--- src/rtl/gate_response_checker_pkg.sv ---
// Shared definitions for the gate response checker: FSM state encoding,
// reference truth tables for common 2-input gates, and sweep helpers.
// No ports; imported by the checker top and its settle timer.
package gate_response_checker_pkg;

  // Checker FSM states (3-bit encoding, values fixed for debug visibility)
  typedef enum logic [2:0] {
    S_IDLE  = 3'd0,
    S_DRIVE = 3'd1,
    S_WAIT  = 3'd2,
    S_CHECK = 3'd3,
    S_DONE  = 3'd4
  } state_t;

  // Reference truth tables; bit i = expected output for stim == i
  localparam logic [3:0] TT_AND2 = 4'b1000;
  localparam logic [3:0] TT_OR2  = 4'b1110;
  localparam logic [3:0] TT_XOR2 = 4'b0110;

  // Settle counter width (SETTLE range 1..15)
  localparam int SETTLE_W = 4;

  // Number of input vectors swept for an n_in-input gate
  function automatic int sweep_len(input int n_in);
    return 1 << n_in;
  endfunction

endpackage

--- src/rtl/gate_response_checker_chk_settle_timer.sv ---
// chk_settle_timer: loadable 4-bit down-counter that stops at zero.
// Latency: load takes effect on the next edge; expired is combinational from the count.
// Ports: clk, rst (sync, active-high), load/load_val, en (decrement), expired (count == 0).
module chk_settle_timer
  import gate_response_checker_pkg::*;
(
  input  logic                clk,
  input  logic                rst,
  input  logic                load,
  input  logic [SETTLE_W-1:0] load_val,
  input  logic                en,
  output logic                expired
);

  logic [SETTLE_W-1:0] count;

  always_ff @(posedge clk) begin
    if (rst) begin
      count <= '0;
    end else if (load) begin
      count <= load_val;
    end else if (en && (count != '0)) begin
      count <= count - 1'b1;
    end
  end

  assign expired = (count == '0);

endmodule

--- config.mk ---
export PLATFORM = sky130hd
export DESIGN_NAME = chk_settle_timer
export DESIGN_NICKNAME = d
export VERILOG_FILES = /design/src/rtl/gate_response_checker_pkg.sv /design/src/rtl/gate_response_checker_chk_settle_timer.sv
export SDC_FILE = /design/constraint.sdc
export NUM_CORES = 1
export LEC_CHECK = 0
export ABC_CLOCK_PERIOD_IN_PS = 2200
export CAP_MARGIN = 20
export CORE_AREA = 5 5 42 44
export CTS_CLUSTER_SIZE = 24
export DETAILED_ROUTE_END_ITERATION = 12
export DIE_AREA = 0 0 47 49
export SYNTH_ARGS = -nofsm -noshare
export SYNTH_HDL_FRONTEND = slang
export SYNTH_SLANG_ARGS = --single-unit
--- constraint.sdc ---
create_clock -name clk -period 2.2 [get_ports clk]
set_input_delay 0.44 -clock clk [delete_from_list [all_inputs] [get_ports clk]]
set_output_delay 0.44 -clock clk [all_outputs]
set_load 0.02 [all_outputs]
# After elaboration in Yosys (flattened, before gate mapping)

Cells that the tools add are included.

Input bits: 8
Register bits: 4
Output and inout bits: 1

Reductions and logical operators: 4
$add $sub $neg: 1
Muxes and demuxes: 2

Operators by type and width:

| operator                                                           | number |
|---|---|
| 4-bit two-way mux                                                  | 2 |
| 4-bit zero test                                                    | 1 |
| 4-bit nonzero test                                                 | 1 |
| 4-bit by 1-bit subtractor with 4-bit output, second input constant | 1 |
| 2-bit nonzero test                                                 | 1 |
| 1-bit logical AND                                                  | 1 |

# Logic depth before layout (Yosys ltp)

Gate-level depths: netlist of run 1.

Depth in word-level cells: 4
Mapped depth: 5

# Least setup slack after synthesis of run 1

OpenSTA, ideal clock, no wires.

Path type: reg-to-output
Start: register count[1]
End: output port expired
Slack: 0.587 ns
Path buffers: 0
Stages on the path, launching flop included: 5
Arrival: 1.173 ns
Cells stage by stage: dfxtp_1 > inv_1 > ha_1 > or3b_4 > inv_1

Cells in the longest elaborated chain, start to end: 1

Ends and longest elaborated chain:

| what                     | RTL line                                     | source |
|---|---|---|
| start: declaration       | gate_response_checker_chk_settle_timer.sv:15 | `logic [SETTLE_W-1:0] count;` |
| start signal: assignment | gate_response_checker_chk_settle_timer.sv:21 | `count <= load_val;` |
| start signal: assignment | gate_response_checker_chk_settle_timer.sv:23 | `count <= count - 1'b1;` |
| 4-bit zero test          | gate_response_checker_chk_settle_timer.sv:27 | `assign expired = (count == '0);` |
| end: declaration         | gate_response_checker_chk_settle_timer.sv:12 | `output logic expired` |

Every way passes these cells.

# Worst setup path after layout of run 1

Ends and elaborated chain as after synthesis.

==> out/metrics.yaml, run 1 <==
synthDistinctLibCells: 16
dpl.hpwl_um: 487
diodes: 0
arrival_ns: 1.63
post-route-period-util: 0.943
worst_pin_slew_ns: 0.310
worstPathRequired_ns: 1.76
largest_reg_flops: 4
min_path_type: "reg2reg"
synth_top_area_cell: "dfxtp_1"
largestRegisters: "count (4)"
clkTransAtPathRegs_ns: 0.04
slowest_stage: "or3b_4"
wl_per_cell_um: 10.8
ir_drop_mv: 0.250
gp_congestion: 0.682
grt_first_pass_wirelength_um: 972
synth-async-reset-ratio: 0
cts-root-buf: "clkbuf_4"
coreArea_um2: 1400
post-place-ws_ns: 0.0763
p_per_area_nw_per_um2: 627
gr-total-overflow: 0
synth.top_cell.area_share: 0.305
clk_latency_ns: 0.24
cts_made_buffers: 3
hold_viol: 0
netlist_instances: 29
synth_edf_count: 0
vias_per_cell: 4.56
htreeDepth: 1
syn_to_final_growth_pct: 49.0
ys_seq_area_frac: 0.305
fin_nets: 52
crit_chain: "inv_1, ha_1, or3b_4, inv_1, dlygate4sd2_1"
synth_common_cells: "nor2_1, dfxtp_1, inv_1"
syn_area_per_cell_um2: 9.06
maxCapViolations: 0
critPathMaxFanout: 4
cts_tree: "built"
critPathCaptureType: "output port"
clock_skew_ns: 0.00710
critPathLaunchType: "flop"
drt_wl_total_um: 616
path_class: "reg2out"
synthesis.area_um2: 263
port_buffers: 8
fp-row-count: 14
critical-path-max-stage-delay_ns: 0.39
rsz0062_at_grt: "false"
dieArea_um2: 2300
drt_first_pass_iters: 2
layout_min_cycle_time_ns: 2.07
first_iter_violations: 2
initial_utilization: 0.188
ant_nets: 0
antenna_found_initial: 0
clock.fmax_mhz: 482
synth_fp_nets: 38
top_register: "count"
finalSetupViolCount: 0
cts_sinks: 4
cpMostUsedCell: "inv_1"
fin_setup_tns_ns: 0
setup_ws_ns: 0.126
outcome: "finished, final reports clean"
synth.top_cells.by_area: "dfxtp_1, a2111oi_4, nor2_1"
clockBufferDepth: 2
grt_use_total: 0.0662
grt_max_degree: 8
synthFlopType: "dfxtp_1"
die_w_um: 47
slew_headroom: 0.792
die_y_um: 49
grt_pass1_vias: 246
yosysMostFrequentCell: "nor2_1"
final_core_util: 0.279
cts_setup_buffers: 0
ys_warn_count: 0
p_leak_nw: 0.152
maxSlewViolCount: 0
ys_seq_elements: 4
io_pins: 9
drive_above_1_share: 0.171
route.detailed.drc: 0
via_count: 260
report_power, final:
part	switching, mW	internal (mW)
sequential	0.00492	0.0794
clock	0.0308	0.0611
combinational	0.0325	0.0368
total	0.0682	0.177
layer usage:
metal	up-vias	part of all wire	global-route usage
met5	-	0	0
met4	0	0	0.0276
met3	0	0.093	0.0775
met2	5	0.52	0.0950
met1	124	0.38	0.0549
li1	131	-	-
worst max-delay path: cells and delay by family (launching register included):
kind	cells	cell delay, ns
buffers and inverters	3	0.48
adder cells (fa/ha/maj)	1	0.22
AND/OR/NAND/NOR	1	0.39
flip-flops	1	0.31
timing repair:
item	CTS	global route
hold buffers	0	0
resized for setup	1	0
setup endpoints to repair	1	0
cell type report:
type / count / area, µm²
Clock buffer: 3 / 22.5
Sequential cell: 4 / 80.1
Fill cell: 165 / 1010
Tap cell: 16 / 20.0
Timing Repair Buffer: 9 / 86.3
Multi-Input combinational cell: 21 / 168
Inverter: 4 / 15.0
cells in the final DEF, fill, tap and decap left out:
cell / synthesis / layout
nand4b_1: 1 / 1
inv_1: 4 / 4
clkbuf_4: 0 / 3
or3b_4: 1 / 1
nor2_1: 5 / 5
nand2_1: 3 / 3
dfxtp_1: 4 / 4
clkdlybuf4s50_1: 0 / 7
nand3_1: 1 / 1
mux2i_1: 1 / 1
a21o_1: 1 / 1
a311oi_1: 2 / 2
buf_4: 0 / 1
a211oi_1: 1 / 1
nor3_1: 1 / 1
dlygate4sd2_1: 0 / 1
a2111oi_4: 1 / 1
ha_1: 1 / 1
nor4b_2: 1 / 1
a311o_1: 1 / 1
per-stage QoR:
stage               hold WS [ns]  instances  power [mW]  area (µm²)
floorplan                  0.484         29       0.124         263
global placement           0.512         54       0.156         370
detailed placement         0.520         54       0.158         370
CTS                        0.525         57       0.251         392
global route               0.557         57       0.265         392
finish                     0.526         57       0.245         392
worst paths after layout:
check                start  endpoint  slack (ns)  depth (start not counted)
setup / recovery  count[1]   expired        0.13                          5
hold / removal    count[2]  count[2]        0.53                          2
setup reg to reg  count[1]  count[1]        0.49                          6
hold reg to reg   count[2]  count[2]        0.53                          2
cell families (layout without fill, tap and decap cells):
logic type,after synthesis,count (layout),share of synthesized area
muxes,1,1,0.0381
adders and majority gates,1,1,0.0476
DFF,4,4,0.305
AOI/OAI and AO/OA,6,6,0.267
and+or+nand+nor,13,13,0.286
buffers and inverters,4,16,0.0571
(Power assumes the default switching activity.)
==> inputs of run 2 (changes only) <==
--- a/config.mk
+++ b/config.mk
@@ -6,11 +6,11 @@
 export NUM_CORES = 1
 export LEC_CHECK = 0
 export ABC_CLOCK_PERIOD_IN_PS = 2200
-export CAP_MARGIN = 20
 export CORE_AREA = 5 5 42 44
 export CTS_CLUSTER_SIZE = 24
 export DETAILED_ROUTE_END_ITERATION = 12
 export DIE_AREA = 0 0 47 49
+export RECOVER_POWER = 100
 export SYNTH_ARGS = -nofsm -noshare
 export SYNTH_HDL_FRONTEND = slang
 export SYNTH_SLANG_ARGS = --single-unit
==> run 2 against run 1 <==
Clock power hardly changed. Clock skew about the same. Sequential cell count stayed put. Sequential power about the same. Critical path type unchanged. Sequential share of layout area rose by 0.33 points. Power shrank 2.3%.
==> out/metrics.yaml, run 2 (synthesis results as in run 1) <==
outcome: "finished, final reports clean"
critical-path-max-stage-delay_ns: 0.38
layout_min_cycle_time_ns: 2.06
cts_hold_buf: 0
cts-root-buf: "clkbuf_4"
gr-total-overflow: 0
ant_nets: 0
slew_headroom: 0.792
maxCapViolations: 0
via_count: 261
post-place-ws_ns: 0.0763
wl_per_cell_um: 10.9
p_leak_nw: 0.149
hold_viol: 0
clock_skew_ns: 0.00704
nFillCells: 167
dieArea_um2: 2300
setup_ws_ns: 0.137
worstPathRequired_ns: 1.76
clockBufferDepth: 2
drt_wl_total_um: 619
ctsResizeCount: 1
top_register: "count"
clkTransAtPathRegs_ns: 0.04
p_per_area_nw_per_um2: 623
rrSetupSlack_ns: 0.46
port_buffers: 8
path_class: "reg2out"
grt_first_pass_wirelength_um: 972
clk_latency_ns: 0.24
largestRegisters: "count (4)"
crit_start: "count[1]"
first_iter_violations: 2
grt_max_degree: 8
arrival_ns: 1.62
initial_utilization: 0.188
coreArea_um2: 1400
cts_made_buffers: 3
htreeDepth: 1
grt_pass1_vias: 246
rr_worst_depth: 6
fp-row-count: 14
multi_input_area_um2: 165
fin_setup_tns_ns: 0
min_path_type: "reg2reg"
clock.fmax_mhz: 485
post-route-period-util: 0.938
ir_drop_mv: 0.250
slowest_stage: "or3b_1"
fin_nets: 52
critPathCaptureType: "output port"
worst-path-buf-inv: 3
cts_sinks: 4
final_cell_mix: "nor2_1, clkdlybuf4s50_1, inv_1, dfxtp_1"
worst_pin_slew_ns: 0.310
drt_first_pass_iters: 2
io_pins: 9
die_w_um: 47
maxSlewViolCount: 0
crit_chain: "inv_1, ha_1, or3b_1, inv_1, dlygate4sd2_1"
crit_cells: 5
finalSetupViolCount: 0
critPathLaunchType: "flop"
r2r_start: "count[1]"
cts_setup_buffers: 0
diodes: 0
seq_area_um2: 80.1
critPathMaxFanout: 4
syn_to_final_growth_pct: 46.7
cts_tree: "built"
grt_use_total: 0.0662
cpMostUsedCell: "inv_1"
critical_path.top_delay_family: "buffers and inverters"
die_y_um: 49
crit_path_end: "expired"
dpl.hpwl_um: 487
largest_reg_flops: 4
antenna_found_initial: 0
route.detailed.drc: 0
rr_endpoint: "count[1]"
drive_above_1_share: 0.122
gp_congestion: 0.682
rsz0062_at_grt: "false"
vias_per_cell: 4.58
## run 2: cell count changes in the layout (fill, tap and decap cells not counted)
cell             previous run  this run
buf_4                       1         0
clkdlybuf4s50_1             7         5
or3b_1                      0         1
dlygate4sd3_1               0         2
or3b_4                      1         0
clkbuf_1                    0         1
## run 2: final cells by class
cell class | count | area share
timing repair buffer | 9 | 0.214
clock buffer | 3 | 0.0584
inverter | 4 | 0.0390
sequential | 4 | 0.208
multi-input combinational | 21 | 0.429
tap | 16 | 0.0519
## run 2: worst min-delay path by stage
| stage | slack, ns | start | depth (start not counted) | end |
|---|---|---|---|---|
| 4_1_cts | 0.53 | count[2] | 2 | count[2] |
| 6_report | 0.52 | count[2] | 2 | count[2] |
| 3_5_place_dp | 0.52 | count[2] | 2 | count[2] |
| 5_1_grt | 0.55 | count[2] | 2 | count[2] |
| 3_3_place_gp | 0.51 | count[2] | 2 | count[2] |
| 2_1_floorplan | 0.48 | count[2] | 2 | count[2] |
## run 2: where the power goes
part	leakage (nW)	internal, mW	switching [mW]
clock network	0.0138	0.0611	0.0310
logic	0.102	0.0313	0.0324
registers	0.0333	0.0794	0.00478
## run 2: worst reg2reg max path: stages (launching register included)
cell,delay [ns]
dfxtp_1,0.31
inv_1,0.11
ha_1,0.22
or3b_1,0.38
clkbuf_1,0.18
a2111oi_4,0.36
a311o_1,0.14
## run 2: metrics by stage
step / total power, mW / util / cells / hold slack [ns] / instance area [µm²]
3_5_place_dp: 0.158 / 0.264 / 54 / 0.520 / 370
3_3_place_gp: 0.156 / 0.264 / 54 / 0.512 / 370
4_1_cts: 0.251 / 0.279 / 57 / 0.525 / 392
2_1_floorplan: 0.124 / - / 29 / 0.484 / 263
5_1_grt: 0.259 / 0.275 / 57 / 0.551 / 385
6_report: 0.240 / 0.275 / 57 / 0.521 / 385
## run 2: metal layers
metal,global-route usage,share of wire,routed length [µm],vias up
met5,0,0,0,-
met4,0.0276,0,0,0
met1,0.0549,0.39,243,125
li1,-,-,-,131
met2,0.0950,0.51,318,5
met3,0.0775,0.092,57,0
==> edit, RTL diff (flow settings as in run 2) <==
Reset style: asynchronous (`rst`), changed in one clocked block.
--- a/src/rtl/gate_response_checker_chk_settle_timer.sv
+++ b/src/rtl/gate_response_checker_chk_settle_timer.sv
@@ -14,7 +14,7 @@
 
   logic [SETTLE_W-1:0] count;
 
-  always_ff @(posedge clk) begin
+  always_ff @(posedge clk or posedge rst) begin
     if (rst) begin
       count <= '0;
     end else if (load) begin
Formal check against the unedited RTL: differs if rst is asserted again (counterexample within 4 cycles, from zero or initial values and one cycle with rst high); with rst held inactive, the same outputs for 10 cycles.
==> edit against run 2 <==
  * Sequential cell count is the same
  * Cell count shrank 1.8%
  * Global-route usage shrank 1.1 points
  * Wire length shrank 9.5%
  * Design area shrank 0.97%
  * Setup slack gained 0.030 ns
  * Total power shrank 2.5%
  * First-iteration DRC count grew 100%
  * Clock power shrank 4.6%
  * Area after synthesis shrank 0.48%
  * Register-to-register slack gained 0.07 ns
  * Fmax grew 1.5%
  * Critical path type unchanged
  * Largest cell class unchanged
==> edit: results (changes against run 2) <==
WL met2 = 254 um (-20%)
Synth cell types = 17 (+1)
Status = complete, no violations
Peak supply drop = 207 uV (-17%)
Dpl hpwl = 450 um (-7.5%)
Post-synth net total = 37 (-2.6%)
1st-iter DRT viols = 4 (+2)
R2R Path End = count[0]$_DFFE_PP0P_
DP Area = 373 um2 (+0.68%)
Number of iterations in the first detailed-routing pass = 4 (+2)
Crit Path Max Fanout = 3 (-1)
Top FF cell, synth = dfrtp_1
Layout cells sized above 1 = 12.5% (+0.30 points)
Via count = 236 (-9.6%)
Pint = 176 uW (+2.4%)
Flop2flop setup slack = 0.53 ns (+0.07 ns)
Worst r2r src = count[0]$_DFFE_PP0P_
Synth area leaders = dfrtp_1 38%, a21oi_1 5.7%, inv_1 5.7%
Largest net degree at the start of global routing = 10 (+2)
Commonest cells post-synth = 4 x dfrtp_1, 4 x inv_1, 3 x a21oi_1, 3 x nand2_1, 2 x o21ai_1
Wire length of the first global-routing pass = 890 um (-8.4%)
Gr usage total = 5.51% (-1.1 points)
Sequential share of the synthesized area = 38.3% (+7.8 points)
Filler instances = 169 (+1.2%)
Gp weighted congestion = 0.655 (-4.0%)
## edit: worst max path at each step
stage	from	endpoint	slack, ns	depth (start not counted)
6_report	count[0]$_DFFE_PP0P_	expired	0.17	5
5_1_grt	count[0]$_DFFE_PP0P_	expired	0.07	5
4_1_cts	count[0]$_DFFE_PP0P_	expired	0.12	5
3_5_place_dp	count[0]$_DFFE_PP0P_	expired	0.10	5
3_3_place_gp	count[0]$_DFFE_PP0P_	expired	0.13	5
2_1_floorplan	count[0]$_DFFE_PP0P_	expired	0.57	4
## edit: cells by family (layout without fill, tap and decap cells)
logic type / count (synthesis) / in the layout / synth area share, %
fa+ha+maj: 1 / 1 / 4.78
simple gates: 10 / 10 / 29.7
buf+inv: 5 / 17 / 7.17
flops: 4 / 4 / 38.3
compound gates: 8 / 8 / 20.1
## edit: timing repair
action,CTS,global route
gates resized for setup,1,0
setup buffers,0,0
setup endpoints to repair,1,0
## edit: final cells by class
type / instances / area, um2 / area share, %
clock buffers: 3 / 22.5 / 5.90
inverters: 4 / 15.0 / 3.93
multi-input cells: 19 / 134 / 35.1
flip-flops and latches: 4 / 100 / 26.2
well taps: 16 / 20.0 / 5.25
repair buffers: 10 / 90.1 / 23.6
## edit: power groups by stage
stage | combinational, mW | clock (mW) | sequential [mW]
after floorplan | 0.0365 | 0 | 0.0898
after global placement | 0.0626 | 0 | 0.0913
after detailed placement | 0.0626 | 0 | 0.0920
after CTS | 0.0619 | 0.0929 | 0.0911
after global routing | 0.0635 | 0.100 | 0.0908
final | 0.0566 | 0.0878 | 0.0896
## edit: stage by stage
step,worst slack [ns],std cells
final,0.167,56
after global routing,0.0696,56
after CTS,0.121,56
after detailed placement,0.101,53
after global placement,0.132,53
after floorplan,0.574,28
## edit: metal layers
metal	GRT usage, %	vias up
li1	-	126
met1	7.33	104
met2	6.56	6
met3	2.58	0
met4	4.15	0
met5	0	-
